## src/rtl/hist_eq_ctrl_pkg.sv

```systemverilog
// Shared types and constants for the histogram-equalization frame sequencer.
package hist_eq_ctrl_pkg;

    localparam int HIST_LEVELS         = 256;
    localparam int GRAY_W              = 8;
    localparam int C_CNT_WIDTH_DEFAULT = 20;

    // Last bin index cleared in INIT, and the final SCAN count (one address-lead cycle past bin 255).
    localparam logic [8:0] INIT_LAST = 9'(HIST_LEVELS - 1);
    localparam logic [8:0] SCAN_LAST = 9'(HIST_LEVELS);

    typedef enum logic [2:0] {
        ST_INIT,
        ST_IDLE,
        ST_COUNT,
        ST_DRAIN,
        ST_SCAN
    } state_t;

endpackage

```

## src/rtl/hist_rmw_fwd.sv

```systemverilog
// Read-modify-write increment pipeline for histogram counting.
// The read issued at cycle t returns at t+1, when the saturated increment is written back.
// A one-deep forward register covers the write that lands on the same edge as the read,
// so the result does not depend on the RAM's read-during-write behaviour.
module hist_rmw_fwd
    import hist_eq_ctrl_pkg::*;
#(
    parameter int C_CNT_WIDTH = C_CNT_WIDTH_DEFAULT
) (
    input  logic                   clk,
    input  logic                   rst_n,
    input  logic                   en,
    input  logic [GRAY_W-1:0]      gray,
    input  logic [C_CNT_WIDTH-1:0] rd_data,
    output logic                   wr_en,
    output logic [GRAY_W-1:0]      wr_addr,
    output logic [C_CNT_WIDTH-1:0] wr_data
);

    logic                   stg_vld;
    logic [GRAY_W-1:0]      stg_addr;
    logic                   fwd_vld;
    logic [GRAY_W-1:0]      fwd_addr;
    logic [C_CNT_WIDTH-1:0] fwd_data;
    logic [C_CNT_WIDTH-1:0] base;

    // Pipeline stage for the pending pixel, plus a copy of the write just issued.
    always_ff @(posedge clk or negedge rst_n) begin
        if (!rst_n) begin
            stg_vld  <= 1'b0;
            stg_addr <= '0;
            fwd_vld  <= 1'b0;
            fwd_addr <= '0;
            fwd_data <= '0;
        end else begin
            stg_vld  <= en;
            stg_addr <= gray;
            fwd_vld  <= stg_vld;
            fwd_addr <= stg_addr;
            fwd_data <= wr_data;
        end
    end

    // Use the in-flight write when it targets our bin, then increment without wrapping.
    always_comb begin
        base = rd_data;
        if (fwd_vld && (fwd_addr == stg_addr)) begin
            base = fwd_data;
        end
        wr_data = (&base) ? base : base + {{(C_CNT_WIDTH-1){1'b0}}, 1'b1};
    end

    assign wr_en   = stg_vld;
    assign wr_addr = stg_addr;

endmodule

```

## src/rtl/hist_eq_ctrl.sv

```systemverilog
// Frame-level sequencer: clears the histogram RAM, counts grey levels during the frame,
// then in blanking streams the cumulative histogram while zeroing each bin.
//
//  state | meaning
//  INIT  | write 0 to bins 0..255 (first cycle after reset is idle)
//  IDLE  | wait for vsync rising edge
//  COUNT | per-pixel read-modify-write into the histogram
//  DRAIN | let the last increment write land; clear accumulator
//  SCAN  | read bins 0..255, emit running sum, write 0 back
module hist_eq_ctrl
    import hist_eq_ctrl_pkg::*;
#(
    parameter int C_CNT_WIDTH = C_CNT_WIDTH_DEFAULT
) (
    input  logic                   clk,
    input  logic                   rst_n,
    input  logic                   per_img_vsync,
    input  logic                   per_img_href,
    input  logic [GRAY_W-1:0]      per_img_gray,
    output logic [GRAY_W-1:0]      hist_rd_addr,
    input  logic [C_CNT_WIDTH-1:0] hist_rd_data,
    output logic                   hist_wr_en,
    output logic [GRAY_W-1:0]      hist_wr_addr,
    output logic [C_CNT_WIDTH-1:0] hist_wr_data,
    output logic [GRAY_W-1:0]      pixel_level,
    output logic [C_CNT_WIDTH-1:0] pixel_level_acc_num,
    output logic                   pixel_level_valid,
    output logic                   busy,
    output logic                   lut_update_done,
    output logic                   frame_drop
);

    state_t                 state, state_nxt;
    logic                   vsync_q;
    logic                   run;
    logic [8:0]             cnt;
    logic [C_CNT_WIDTH-1:0] acc;
    logic [C_CNT_WIDTH:0]   acc_wide;
    logic [C_CNT_WIDTH-1:0] acc_sum;
    logic [GRAY_W-1:0]      lvl;
    logic                   vs_rise, vs_fall;
    logic                   scan_vld;
    logic                   rmw_en;
    logic                   rmw_wr_en;
    logic [GRAY_W-1:0]      rmw_wr_addr;
    logic [C_CNT_WIDTH-1:0] rmw_wr_data;

    assign vs_rise  = per_img_vsync & ~vsync_q;
    assign vs_fall  = ~per_img_vsync & vsync_q;
    assign rmw_en   = (state == ST_COUNT) && per_img_href;
    assign scan_vld = (state == ST_SCAN) && (cnt != 9'd0);
    assign lvl      = cnt[7:0] - 8'd1;
    assign acc_wide = {1'b0, acc} + {1'b0, hist_rd_data};
    assign acc_sum  = acc_wide[C_CNT_WIDTH] ? '1 : acc_wide[C_CNT_WIDTH-1:0];

    hist_rmw_fwd #(
        .C_CNT_WIDTH(C_CNT_WIDTH)
    ) u_rmw (
        .clk     (clk),
        .rst_n   (rst_n),
        .en      (rmw_en),
        .gray    (per_img_gray),
        .rd_data (hist_rd_data),
        .wr_en   (rmw_wr_en),
        .wr_addr (rmw_wr_addr),
        .wr_data (rmw_wr_data)
    );

    // State register.
    always_ff @(posedge clk or negedge rst_n) begin
        if (!rst_n) begin
            state <= ST_INIT;
        end else begin
            state <= state_nxt;
        end
    end

    // Next-state decode and RAM/stream port muxing.
    always_comb begin
        state_nxt           = state;
        hist_rd_addr        = '0;
        hist_wr_en          = 1'b0;
        hist_wr_addr        = '0;
        hist_wr_data        = '0;
        pixel_level         = '0;
        pixel_level_acc_num = '0;
        pixel_level_valid   = 1'b0;
        busy                = 1'b0;
        case (state)
            ST_INIT: begin
                // run gates the clear so every output reads 0 while reset is held.
                busy         = run;
                hist_wr_en   = run;
                hist_wr_addr = cnt[7:0];
                if (run && (cnt == INIT_LAST)) begin
                    state_nxt = ST_IDLE;
                end
            end
            ST_IDLE: begin
                if (vs_rise) begin
                    state_nxt = ST_COUNT;
                end
            end
            ST_COUNT: begin
                hist_rd_addr = per_img_gray;
                hist_wr_en   = rmw_wr_en;
                hist_wr_addr = rmw_wr_addr;
                hist_wr_data = rmw_wr_data;
                if (vs_fall) begin
                    state_nxt = ST_DRAIN;
                end
            end
            ST_DRAIN: begin
                busy         = 1'b1;
                hist_wr_en   = rmw_wr_en;
                hist_wr_addr = rmw_wr_addr;
                hist_wr_data = rmw_wr_data;
                state_nxt    = ST_SCAN;
            end
            ST_SCAN: begin
                busy = 1'b1;
                if (cnt != SCAN_LAST) begin
                    hist_rd_addr = cnt[7:0];
                end
                if (scan_vld) begin
                    pixel_level         = lvl;
                    pixel_level_acc_num = acc_sum;
                    pixel_level_valid   = 1'b1;
                    hist_wr_en          = 1'b1;
                    hist_wr_addr        = lvl;
                end
                if (cnt == SCAN_LAST) begin
                    state_nxt = ST_IDLE;
                end
            end
            default: state_nxt = ST_INIT;
        endcase
    end

    // Bin counter, accumulator, vsync edge history and the one-cycle status pulses.
    always_ff @(posedge clk or negedge rst_n) begin
        if (!rst_n) begin
            cnt             <= '0;
            acc             <= '0;
            run             <= 1'b0;
            vsync_q         <= 1'b0;
            lut_update_done <= 1'b0;
            frame_drop      <= 1'b0;
        end else begin
            vsync_q         <= per_img_vsync;
            run             <= 1'b1;
            lut_update_done <= (state == ST_SCAN) && (cnt == SCAN_LAST);
            frame_drop      <= vs_rise && (state inside {ST_INIT, ST_DRAIN, ST_SCAN});
            if (state_nxt != state) begin
                cnt <= '0;
            end else if (((state == ST_INIT) && run) || (state == ST_SCAN)) begin
                cnt <= cnt + 9'd1;
            end
            if (state == ST_DRAIN) begin
                acc <= '0;
            end else if (scan_vld) begin
                acc <= acc_sum;
            end
        end
    end

endmodule

```

## config.mk

```make
export PLATFORM = sky130hd
export DESIGN_NAME = hist_eq_ctrl
export DESIGN_NICKNAME = d
export VERILOG_FILES = /design/src/rtl/hist_eq_ctrl_pkg.sv /design/src/rtl/hist_rmw_fwd.sv /design/src/rtl/hist_eq_ctrl.sv
export SDC_FILE = /design/constraint.sdc
export NUM_CORES = 1
export LEC_CHECK = 0
export ABC_AREA = 1
export BUFFER_PORTS_ARGS = -buffer_cell sky130_fd_sc_hd__buf_2
export CAP_MARGIN = 20
export CORE_MARGIN = 3
export CORE_UTILIZATION = 35
export DETAILED_ROUTE_END_ITERATION = 10
export GPL_TIMING_DRIVEN = 1
export SLEW_MARGIN = 40
export SYNTH_ARGS = -nofsm -noshare
export SYNTH_HDL_FRONTEND = slang
export SYNTH_SLANG_ARGS = --single-unit
```

## constraint.sdc

```tcl
create_clock -name clk -period 3.1 [get_ports clk]
set_input_delay 0.465 -clock clk [delete_from_list [all_inputs] [get_ports clk]]
set_output_delay 0.465 -clock clk [all_outputs]
set_load 0.02 [all_outputs]
```

## Yosys cells after proc, flatten, opt, wreduce, memory -nomap -nowiden

Index checks and enable logic that the tools add are counted.

- Memories: 0
- Memory bits (writable): 0
- Bits in registers: 74
- Input port bits: 32
- Latch bits: 0
- Bits in read-only memories: 0

- Mux-type cells: 24
- Reduce and logical (&&, ||, !) cells: 16
- Multipliers: 0
- Bitwise operators: 4
- Div/mod/pow operators: 0
- Add/subtract/negate cells: 4
- Equality and inequality tests: 9
- Shifts and indexed selects: 0
- $lt $le $gt $ge: 0

Operators by type and width:

| operator | number |
|---|---|
| 2-to-1 mux 20 bit | 8 |
| 2-to-1 mux 8 bit | 3 |
| case mux 8 bit (3 select lines) | 1 |
| adder 20 x 20 -> 21 bit | 1 |
| adder 20 x 1 -> 20 bit, second input constant | 1 |
| AND reduction 20 bit | 1 |
| 2-to-1 mux 9 bit | 2 |
| case mux 8 bit (2 select lines) | 1 |
| case mux 3 bit (5 select lines) | 1 |
| 2-to-1 mux 3 bit | 4 |
| adder 9 x 1 -> 9 bit, second input constant | 1 |
| equality test 9 x 8 -> 1 bit, second input constant | 1 |
| equality test 9 bit, second input constant | 1 |
| inequality test 9 bit, second input constant | 1 |
| nonzero test 9 bit | 1 |
| equality test 8 bit | 1 |
| subtractor 8 x 1 -> 8 bit, second input constant | 1 |
| logical AND 1 bit | 7 |
| equality test 3 x 2 -> 1 bit, second input constant | 2 |
| nonzero test 2 bit | 2 |
| OR reduction 2 bit | 2 |
| equality test 3 x 1 -> 1 bit, second input constant | 1 |
| equality test 3 bit, second input constant | 1 |
| zero test 3 bit | 1 |
| other kinds (8) | 11 |

## Depth between registers and ports, before layout

- Depth after elaboration: 6
- Mapped depth: 20
- Mapped depth without buffers: 19

## Hierarchy

Synthesis repeated with hierarchy kept, for this count alone.

- Cells, all modules: 950
- Area, all modules: 6107.1 um2

Modules (own cells, without submodules):

| module | seq. area each (um2) | times used | cells an instance | area each (um2) |
|---|---|---|---|---|
| hist_eq_ctrl | 900.9 | 1 | 591 | 3634.7 |
| hist_rmw_fwd | 950.9 | 1 | 359 | 2472.4 |

## Worst setup path before layout

No wires, ideal clock.

- Kind: input to output
- From: input port hist_rd_data[0]
- To: output port pixel_level_acc_num[18]
- Stages on the path: 14
- Arrival time: 2489 ps
- Path slack: 146 ps
- Data required time: 2635 ps
- Cell sequence: ha_1 > fa_1 > nand2_1 > nand2_1 > o21ai_0 > inv_1 > a21oi_1 > o21ai_0 > nand2_1 > o21ai_0 > or2_2 > nand3_1 > nand2_1 > inv_1

- Longest elaborated chain between the ends: 4

Ends and longest elaborated chain:

| item | RTL line | source |
|---|---|---|
| start: declaration | hist_eq_ctrl.sv:21 | `input logic [C_CNT_WIDTH-1:0] hist_rd_data,` |
| adder 20 x 20 -> 21 bit | hist_eq_ctrl.sv:53 | `assign acc_wide = {1'b0, acc} + {1'b0, hist_rd_data};` |
| 2-to-1 mux 20 bit | hist_eq_ctrl.sv:54 | `assign acc_sum = acc_wide[C_CNT_WIDTH] ? '1 : acc_wide[C_CNT_WIDTH-1:0];` |
| 2-to-1 mux 20 bit | hist_eq_ctrl.sv:125 | `if (scan_vld) begin` |
| 2-to-1 mux 20 bit | hist_eq_ctrl.sv:89 | `case (state)` |
| end: declaration | hist_eq_ctrl.sv:26 | `output logic [C_CNT_WIDTH-1:0] pixel_level_acc_num,` |

Every way passes these cells.

## Worst setup path in the final report

- From: register u_rmw.fwd_addr[7]
- To: output port hist_wr_data[7]

- Longest elaborated chain between the ends: 6

Ends and longest elaborated chain:

| item | RTL line | source |
|---|---|---|
| start: declaration | hist_rmw_fwd.sv:23 | `logic [GRAY_W-1:0] fwd_addr;` |
| start signal: assignment | hist_rmw_fwd.sv:39 | `fwd_addr <= stg_addr;` |
| equality test 8 bit (*) | hist_rmw_fwd.sv:47 | `if (fwd_vld && (fwd_addr == stg_addr)) begin` |
| logical AND 1 bit (*) | hist_rmw_fwd.sv:47 |  |
| 2-to-1 mux 20 bit (*) | hist_rmw_fwd.sv:47 |  |
| adder 20 x 1 -> 20 bit or AND reduction 20 bit (tied branches) | hist_rmw_fwd.sv:50 | `wr_data = (&base) ? base : base + {{(C_CNT_WIDTH-1){1'b0}}, 1'b1};` |
| 2-to-1 mux 20 bit (*) | hist_rmw_fwd.sv:50 |  |
| 2-to-1 mux 20 bit (*) | hist_eq_ctrl.sv:89 |  |
| end: declaration | hist_eq_ctrl.sv:24 | `output logic [C_CNT_WIDTH-1:0] hist_wr_data,` |

Mark *: on every way between the ends. The rest lies on a longest branch, timed or not.

==> impl.org <==
** Setup path
- STA puts the critical path data required time at 2630 ps.
- The largest single stage delay on the critical path is approximately 370 ps.
- Category of the worst setup path launch point :: flop
- The slowest stage of the critical path belongs to the cell sky130_fd_sc_hd__dfrtp_1.
- Data arrival at the endpoint of the critical path :: ~2800 ps
- Endpoint class of the critical path :: output port
- The critical path is of the reg2out type.
- Worst-path fanout max :: 6
- Cell chain of the critical path :: inv_1, a21boi_2, nand2_2, nor2_4, nand3_4, inv_4, nand2_4, nand2_4, ha_4, nand2_4, nor2_4, nand2_2, nor2_4, nand2_4, buf_16, a21oi_2, buf_6
- The worst register-to-register path has a depth of 18.
- In this design, the critical path's most frequently occurring cell is sky130_fd_sc_hd__nand2_4.

** Synthesis
- Net count after synthesis :: 859
- Library cell occupying the most area in the post-synthesis netlist :: sky130_fd_sc_hd__dfrtp_1
- Counting instances in the post-synthesis netlist gives the leading cell types as sky130_fd_sc_hd__nand2_1 (239), sky130_fd_sc_hd__inv_1 (108), sky130_fd_sc_hd__dfrtp_1 (74).
- Sequential elements use 33.3% of the synthesized area.
- Post-synthesis async set-or-reset flop share :: 100%
- Yosys instantiated no cell more often than sky130_fd_sc_hd__nand2_1.
- Cell area after technology mapping :: about 5600 µm²
- Number of library cell types mapped by synthesis :: 52
- Warning count from the yosys run :: 0
- Synthesis handed over a netlist of 802 instances.
- Among all flip-flop cells after synthesis, the most frequent one is sky130_fd_sc_hd__dfrtp_1.
- Counting flops and latches in the post-synthesis netlist gives 74.
- Ranked by total cell area, the synthesized netlist is headed by sky130_fd_sc_hd__dfrtp_1 (33%), sky130_fd_sc_hd__nand2_1 (16%), sky130_fd_sc_hd__inv_1 (7.3%), sky130_fd_sc_hd__ha_1 (5.4%), sky130_fd_sc_hd__nor2_1 (4.9%).
- Yosys mapped a number of flops with a built-in enable equal to 0.
- Dividing the synthesized area by the synthesized cell count gives 6.93 µm².
- The share of synthesized area in the top cell type comes to 33.3%.

** Placed design
- The wire-length estimate of the detail-placed layout is 13.1 mm.
- Weighted congestion at the end of routability-driven global placement :: 0.924
- After detailed placement, the design holds a cell count of 1148.
- Cell area after placement :: 6620 µm²
- In this run the tool buffered the top-level ports with 100 buffer cells.

** STA
- Setup repair after global routing could not meet its margin everywhere.
- The worst path in the final design needs a cycle of 3220 ps, including I/O delays and setup.
- Final sum of negative setup slack :: -1140 ps
- The worst path uses 104% of the clock period.
- Count of final max-slew check failures :: 0
- Worst setup margin :: -117 ps
- Final hold violation count :: 0
- For the final database, setup skew stands at roughly 8.4 ps.
- In this run the tightest slew margin relative to its limit is about 53%.
- Max frequency :: 0.311 GHz
- Setup violations remaining at the end of the flow were counted as 20.
- For the pin with the worst max-slew slack, the measured transition is 703 ps.

** Worst hold path
- Min-Delay Path Class :: in2async

** Floorplanning
- After floorplanning, the core was sized to cover ~15000 µm².
- Num ports :: 101
- In this run the vertical extent of the chip is 132 µm.
- The floorplan has 45 rows.
- Die area :: 17400 µm²
- Initial cell density of the core :: 36.1%
- Width of the die :: 132 µm

** CTS
- CTS Buf Count :: 9
- The clock passes through at most 2 buffers.
- CTS tree :: built
- Number of H-tree branching levels :: 3
- The clock drives 74 sinks.
- Hold Buf Count CTS :: 0
- Clk pin slew, worst setup/hold paths :: 60 ps
- Clock latency on the worst-skew pair, taken at its later pin, is between 300 and 400 ps.
- Clock root buffer master :: sky130_fd_sc_hd__clkbuf_16

** GRT
- The number of antenna violations at the first check in global routing came to 0.
- Overall fraction of global-route tracks in use :: 19.8%
- Largest net degree at the start of global routing :: 75
- For this run the aggregate overflow at the end of global routing stands at 0.
- The number of global-route vias before repair is 5635.
- The first global-routing pass estimated 28.0 mm of wire.

** Power
- Pwr Density :: approximately 700 nW/µm²
- The worst-case IR drop observed on VDD is 0.401 mV.
- Lkg Pwr :: 4.29 nW

** Detailed routing
- Total number of vias :: ~5.9k
- Using the TritonRoute via totals, the vias-per-cell ratio works out to 4.90.
- Count of TritonRoute iterations in the first routing pass :: 5
- Number of DRC markers in iteration 0 :: 416
- The count of nets left with antenna violations once routing finished came out at 0.
- Routed Wire Length :: 17.9 mm
- Routed wirelength normalized by instance count :: 14.9 µm
- In the routed design, unresolved DRC markers number 0.

** Final layout
- Area growth from synthesis to layout :: 44.4%
- Post-layout instance count excluding filler cells :: 1200
- Of the cells placed in the final design, the portion with a size suffix greater than 1 is 38.6%.
- Antenna cell count :: 0
- # nets final :: 1041
- The finished cells cover 8020 µm².

** Run
- The tool flagged a number of max-cap violations equal to 0.

** Outcome
- Violations in the final reports :: negative setup slack
- The flow ran to the end, but the final reports show violations.
metal layers:
layer  vias up  global-route usage, %  part of all wire (%)
li1       2929                      -                     -
met1      2765                   26.2                    45
met2       151                   32.8                    48
met3        32                   2.56                   4.5
met4         0                   7.76                   2.6
met5         -                      0                     0
per-stage QoR:
step / worst slack, ps / power, mW / hold slack [ps] / utilization [%]
after floorplan: 146 / 3.01 / 169 / -
after detailed placement: -118 / 3.82 / 380 / 43.0
after global placement: -60.5 / 3.81 / 361 / 43.0
after global routing: -247 / 5.96 / 224 / 52.2
after CTS: -156 / 5.16 / 177 / 48.7
final: -117 / 5.59 / 141 / 52.2
state kept, by name, summed over array words and instances, names as in the netlist:
signal and count:
acc 20, u_rmw.fwd_data 20, cnt 9, u_rmw.fwd_addr 8, u_rmw.wr_addr 8, state 3, frame_drop 1, lut_update_done 1
run 1, u_rmw.fwd_vld 1, u_rmw.wr_en 1, vsync_q 1
cell usage in the layout, fill, tap and decap left out, types with 5 or more instances in the layout:
cell type / Yosys / layout
sky130_fd_sc_hd__nor2_4: 3 / 16
sky130_fd_sc_hd__o21ai_1: 2 / 12
sky130_fd_sc_hd__nand2_4: 2 / 10
sky130_fd_sc_hd__xor2_1: 18 / 18
sky130_fd_sc_hd__dfrtp_1: 74 / 74
sky130_fd_sc_hd__nand2_2: 16 / 54
sky130_fd_sc_hd__nand4_1: 10 / 10
sky130_fd_sc_hd__clkbuf_16: 0 / 9
sky130_fd_sc_hd__nor2_2: 6 / 9
sky130_fd_sc_hd__buf_6: 3 / 33
sky130_fd_sc_hd__a21oi_2: 4 / 15
sky130_fd_sc_hd__buf_2: 2 / 71
sky130_fd_sc_hd__nand2_1: 239 / 194
sky130_fd_sc_hd__o21ai_2: 1 / 8
sky130_fd_sc_hd__ha_1: 24 / 22
sky130_fd_sc_hd__nor3_1: 13 / 9
sky130_fd_sc_hd__inv_1: 108 / 98
sky130_fd_sc_hd__xnor2_1: 11 / 11
sky130_fd_sc_hd__nand3_2: 4 / 16
sky130_fd_sc_hd__a21oi_1: 34 / 18
sky130_fd_sc_hd__a21oi_4: 0 / 5
sky130_fd_sc_hd__inv_2: 10 / 19
sky130_fd_sc_hd__nor2_1: 73 / 57
sky130_fd_sc_hd__buf_4: 2 / 77
sky130_fd_sc_hd__nand3_4: 4 / 6
sky130_fd_sc_hd__nand3_1: 49 / 35
sky130_fd_sc_hd__o21ai_0: 41 / 23
timing repair:
| item | in CTS | in global routing |
|---|---|---|
| gates resized for setup | 106 | 139 |
| pin swaps | 30 | 42 |
| cloned | 2 | 1 |
| endpoints found under the setup margin | 34 | 50 |
| buffers inserted | 24 | 9 |
critical path, delay by kind of cell, from the launching register on:
kind | cells | cell delay, ps
DFF | 1 | 370
buffers and inverters | 4 | 520
adders and majority gates | 1 | 140
AOI/OAI and AO/OA | 2 | 320
and+or+nand+nor | 10 | 1020
final timing paths:
check / from / endpoint / slack (ps)
min: rst_n / cnt[4]$_DFFE_PN0P_ / 140
min in group clk: per_img_gray[2] / u_rmw.wr_addr[2]$_DFF_PN0_ / 230
max: u_rmw.fwd_addr[7]$_DFF_PN0_ / hist_wr_data[7] / -120
max in group asynchronous: rst_n / u_rmw.fwd_data[12]$_DFF_PN0_ / 2480
min reg2reg: u_rmw.wr_en$_DFF_PN0_ / u_rmw.fwd_vld$_DFF_PN0_ / 390
max reg2reg: u_rmw.wr_addr[0]$_DFF_PN0_ / u_rmw.fwd_data[16]$_DFF_PN0_ / 620
power breakdown:
group | leakage (nW) | total, mW | switching [mW] | internal [mW]
Combinational | 3.24 | 3.10 | 1.85 | 1.25
Clock | 0.159 | 1.18 | 0.455 | 0.728
Sequential | 0.900 | 1.31 | 0.142 | 1.16
final cells by class:
type,count,area (µm²)
fill,1489,7350
multi-input combinational,594,3740
sequential,74,1850
timing repair buffer,184,1370
inverter,120,464
tap,211,264
clock buffer,10,239
clock inverter,6,90.1
timing repair inverter,1,6.26
cells by family (layout without fill, tap and decap cells):
family / Yosys count / after routing / synth area share, %
xor+xnor: 29 / 29 / 4.57
other cells: 1 / 1 / 0.0675
buf+inv: 135 / 321 / 9.91
flops: 74 / 74 / 33.3
fa+ha+maj: 25 / 25 / 5.77
compound gates: 102 / 102 / 10.9
simple gates: 436 / 437 / 35.5
Note: power is estimated with default switching activity, not from simulation.
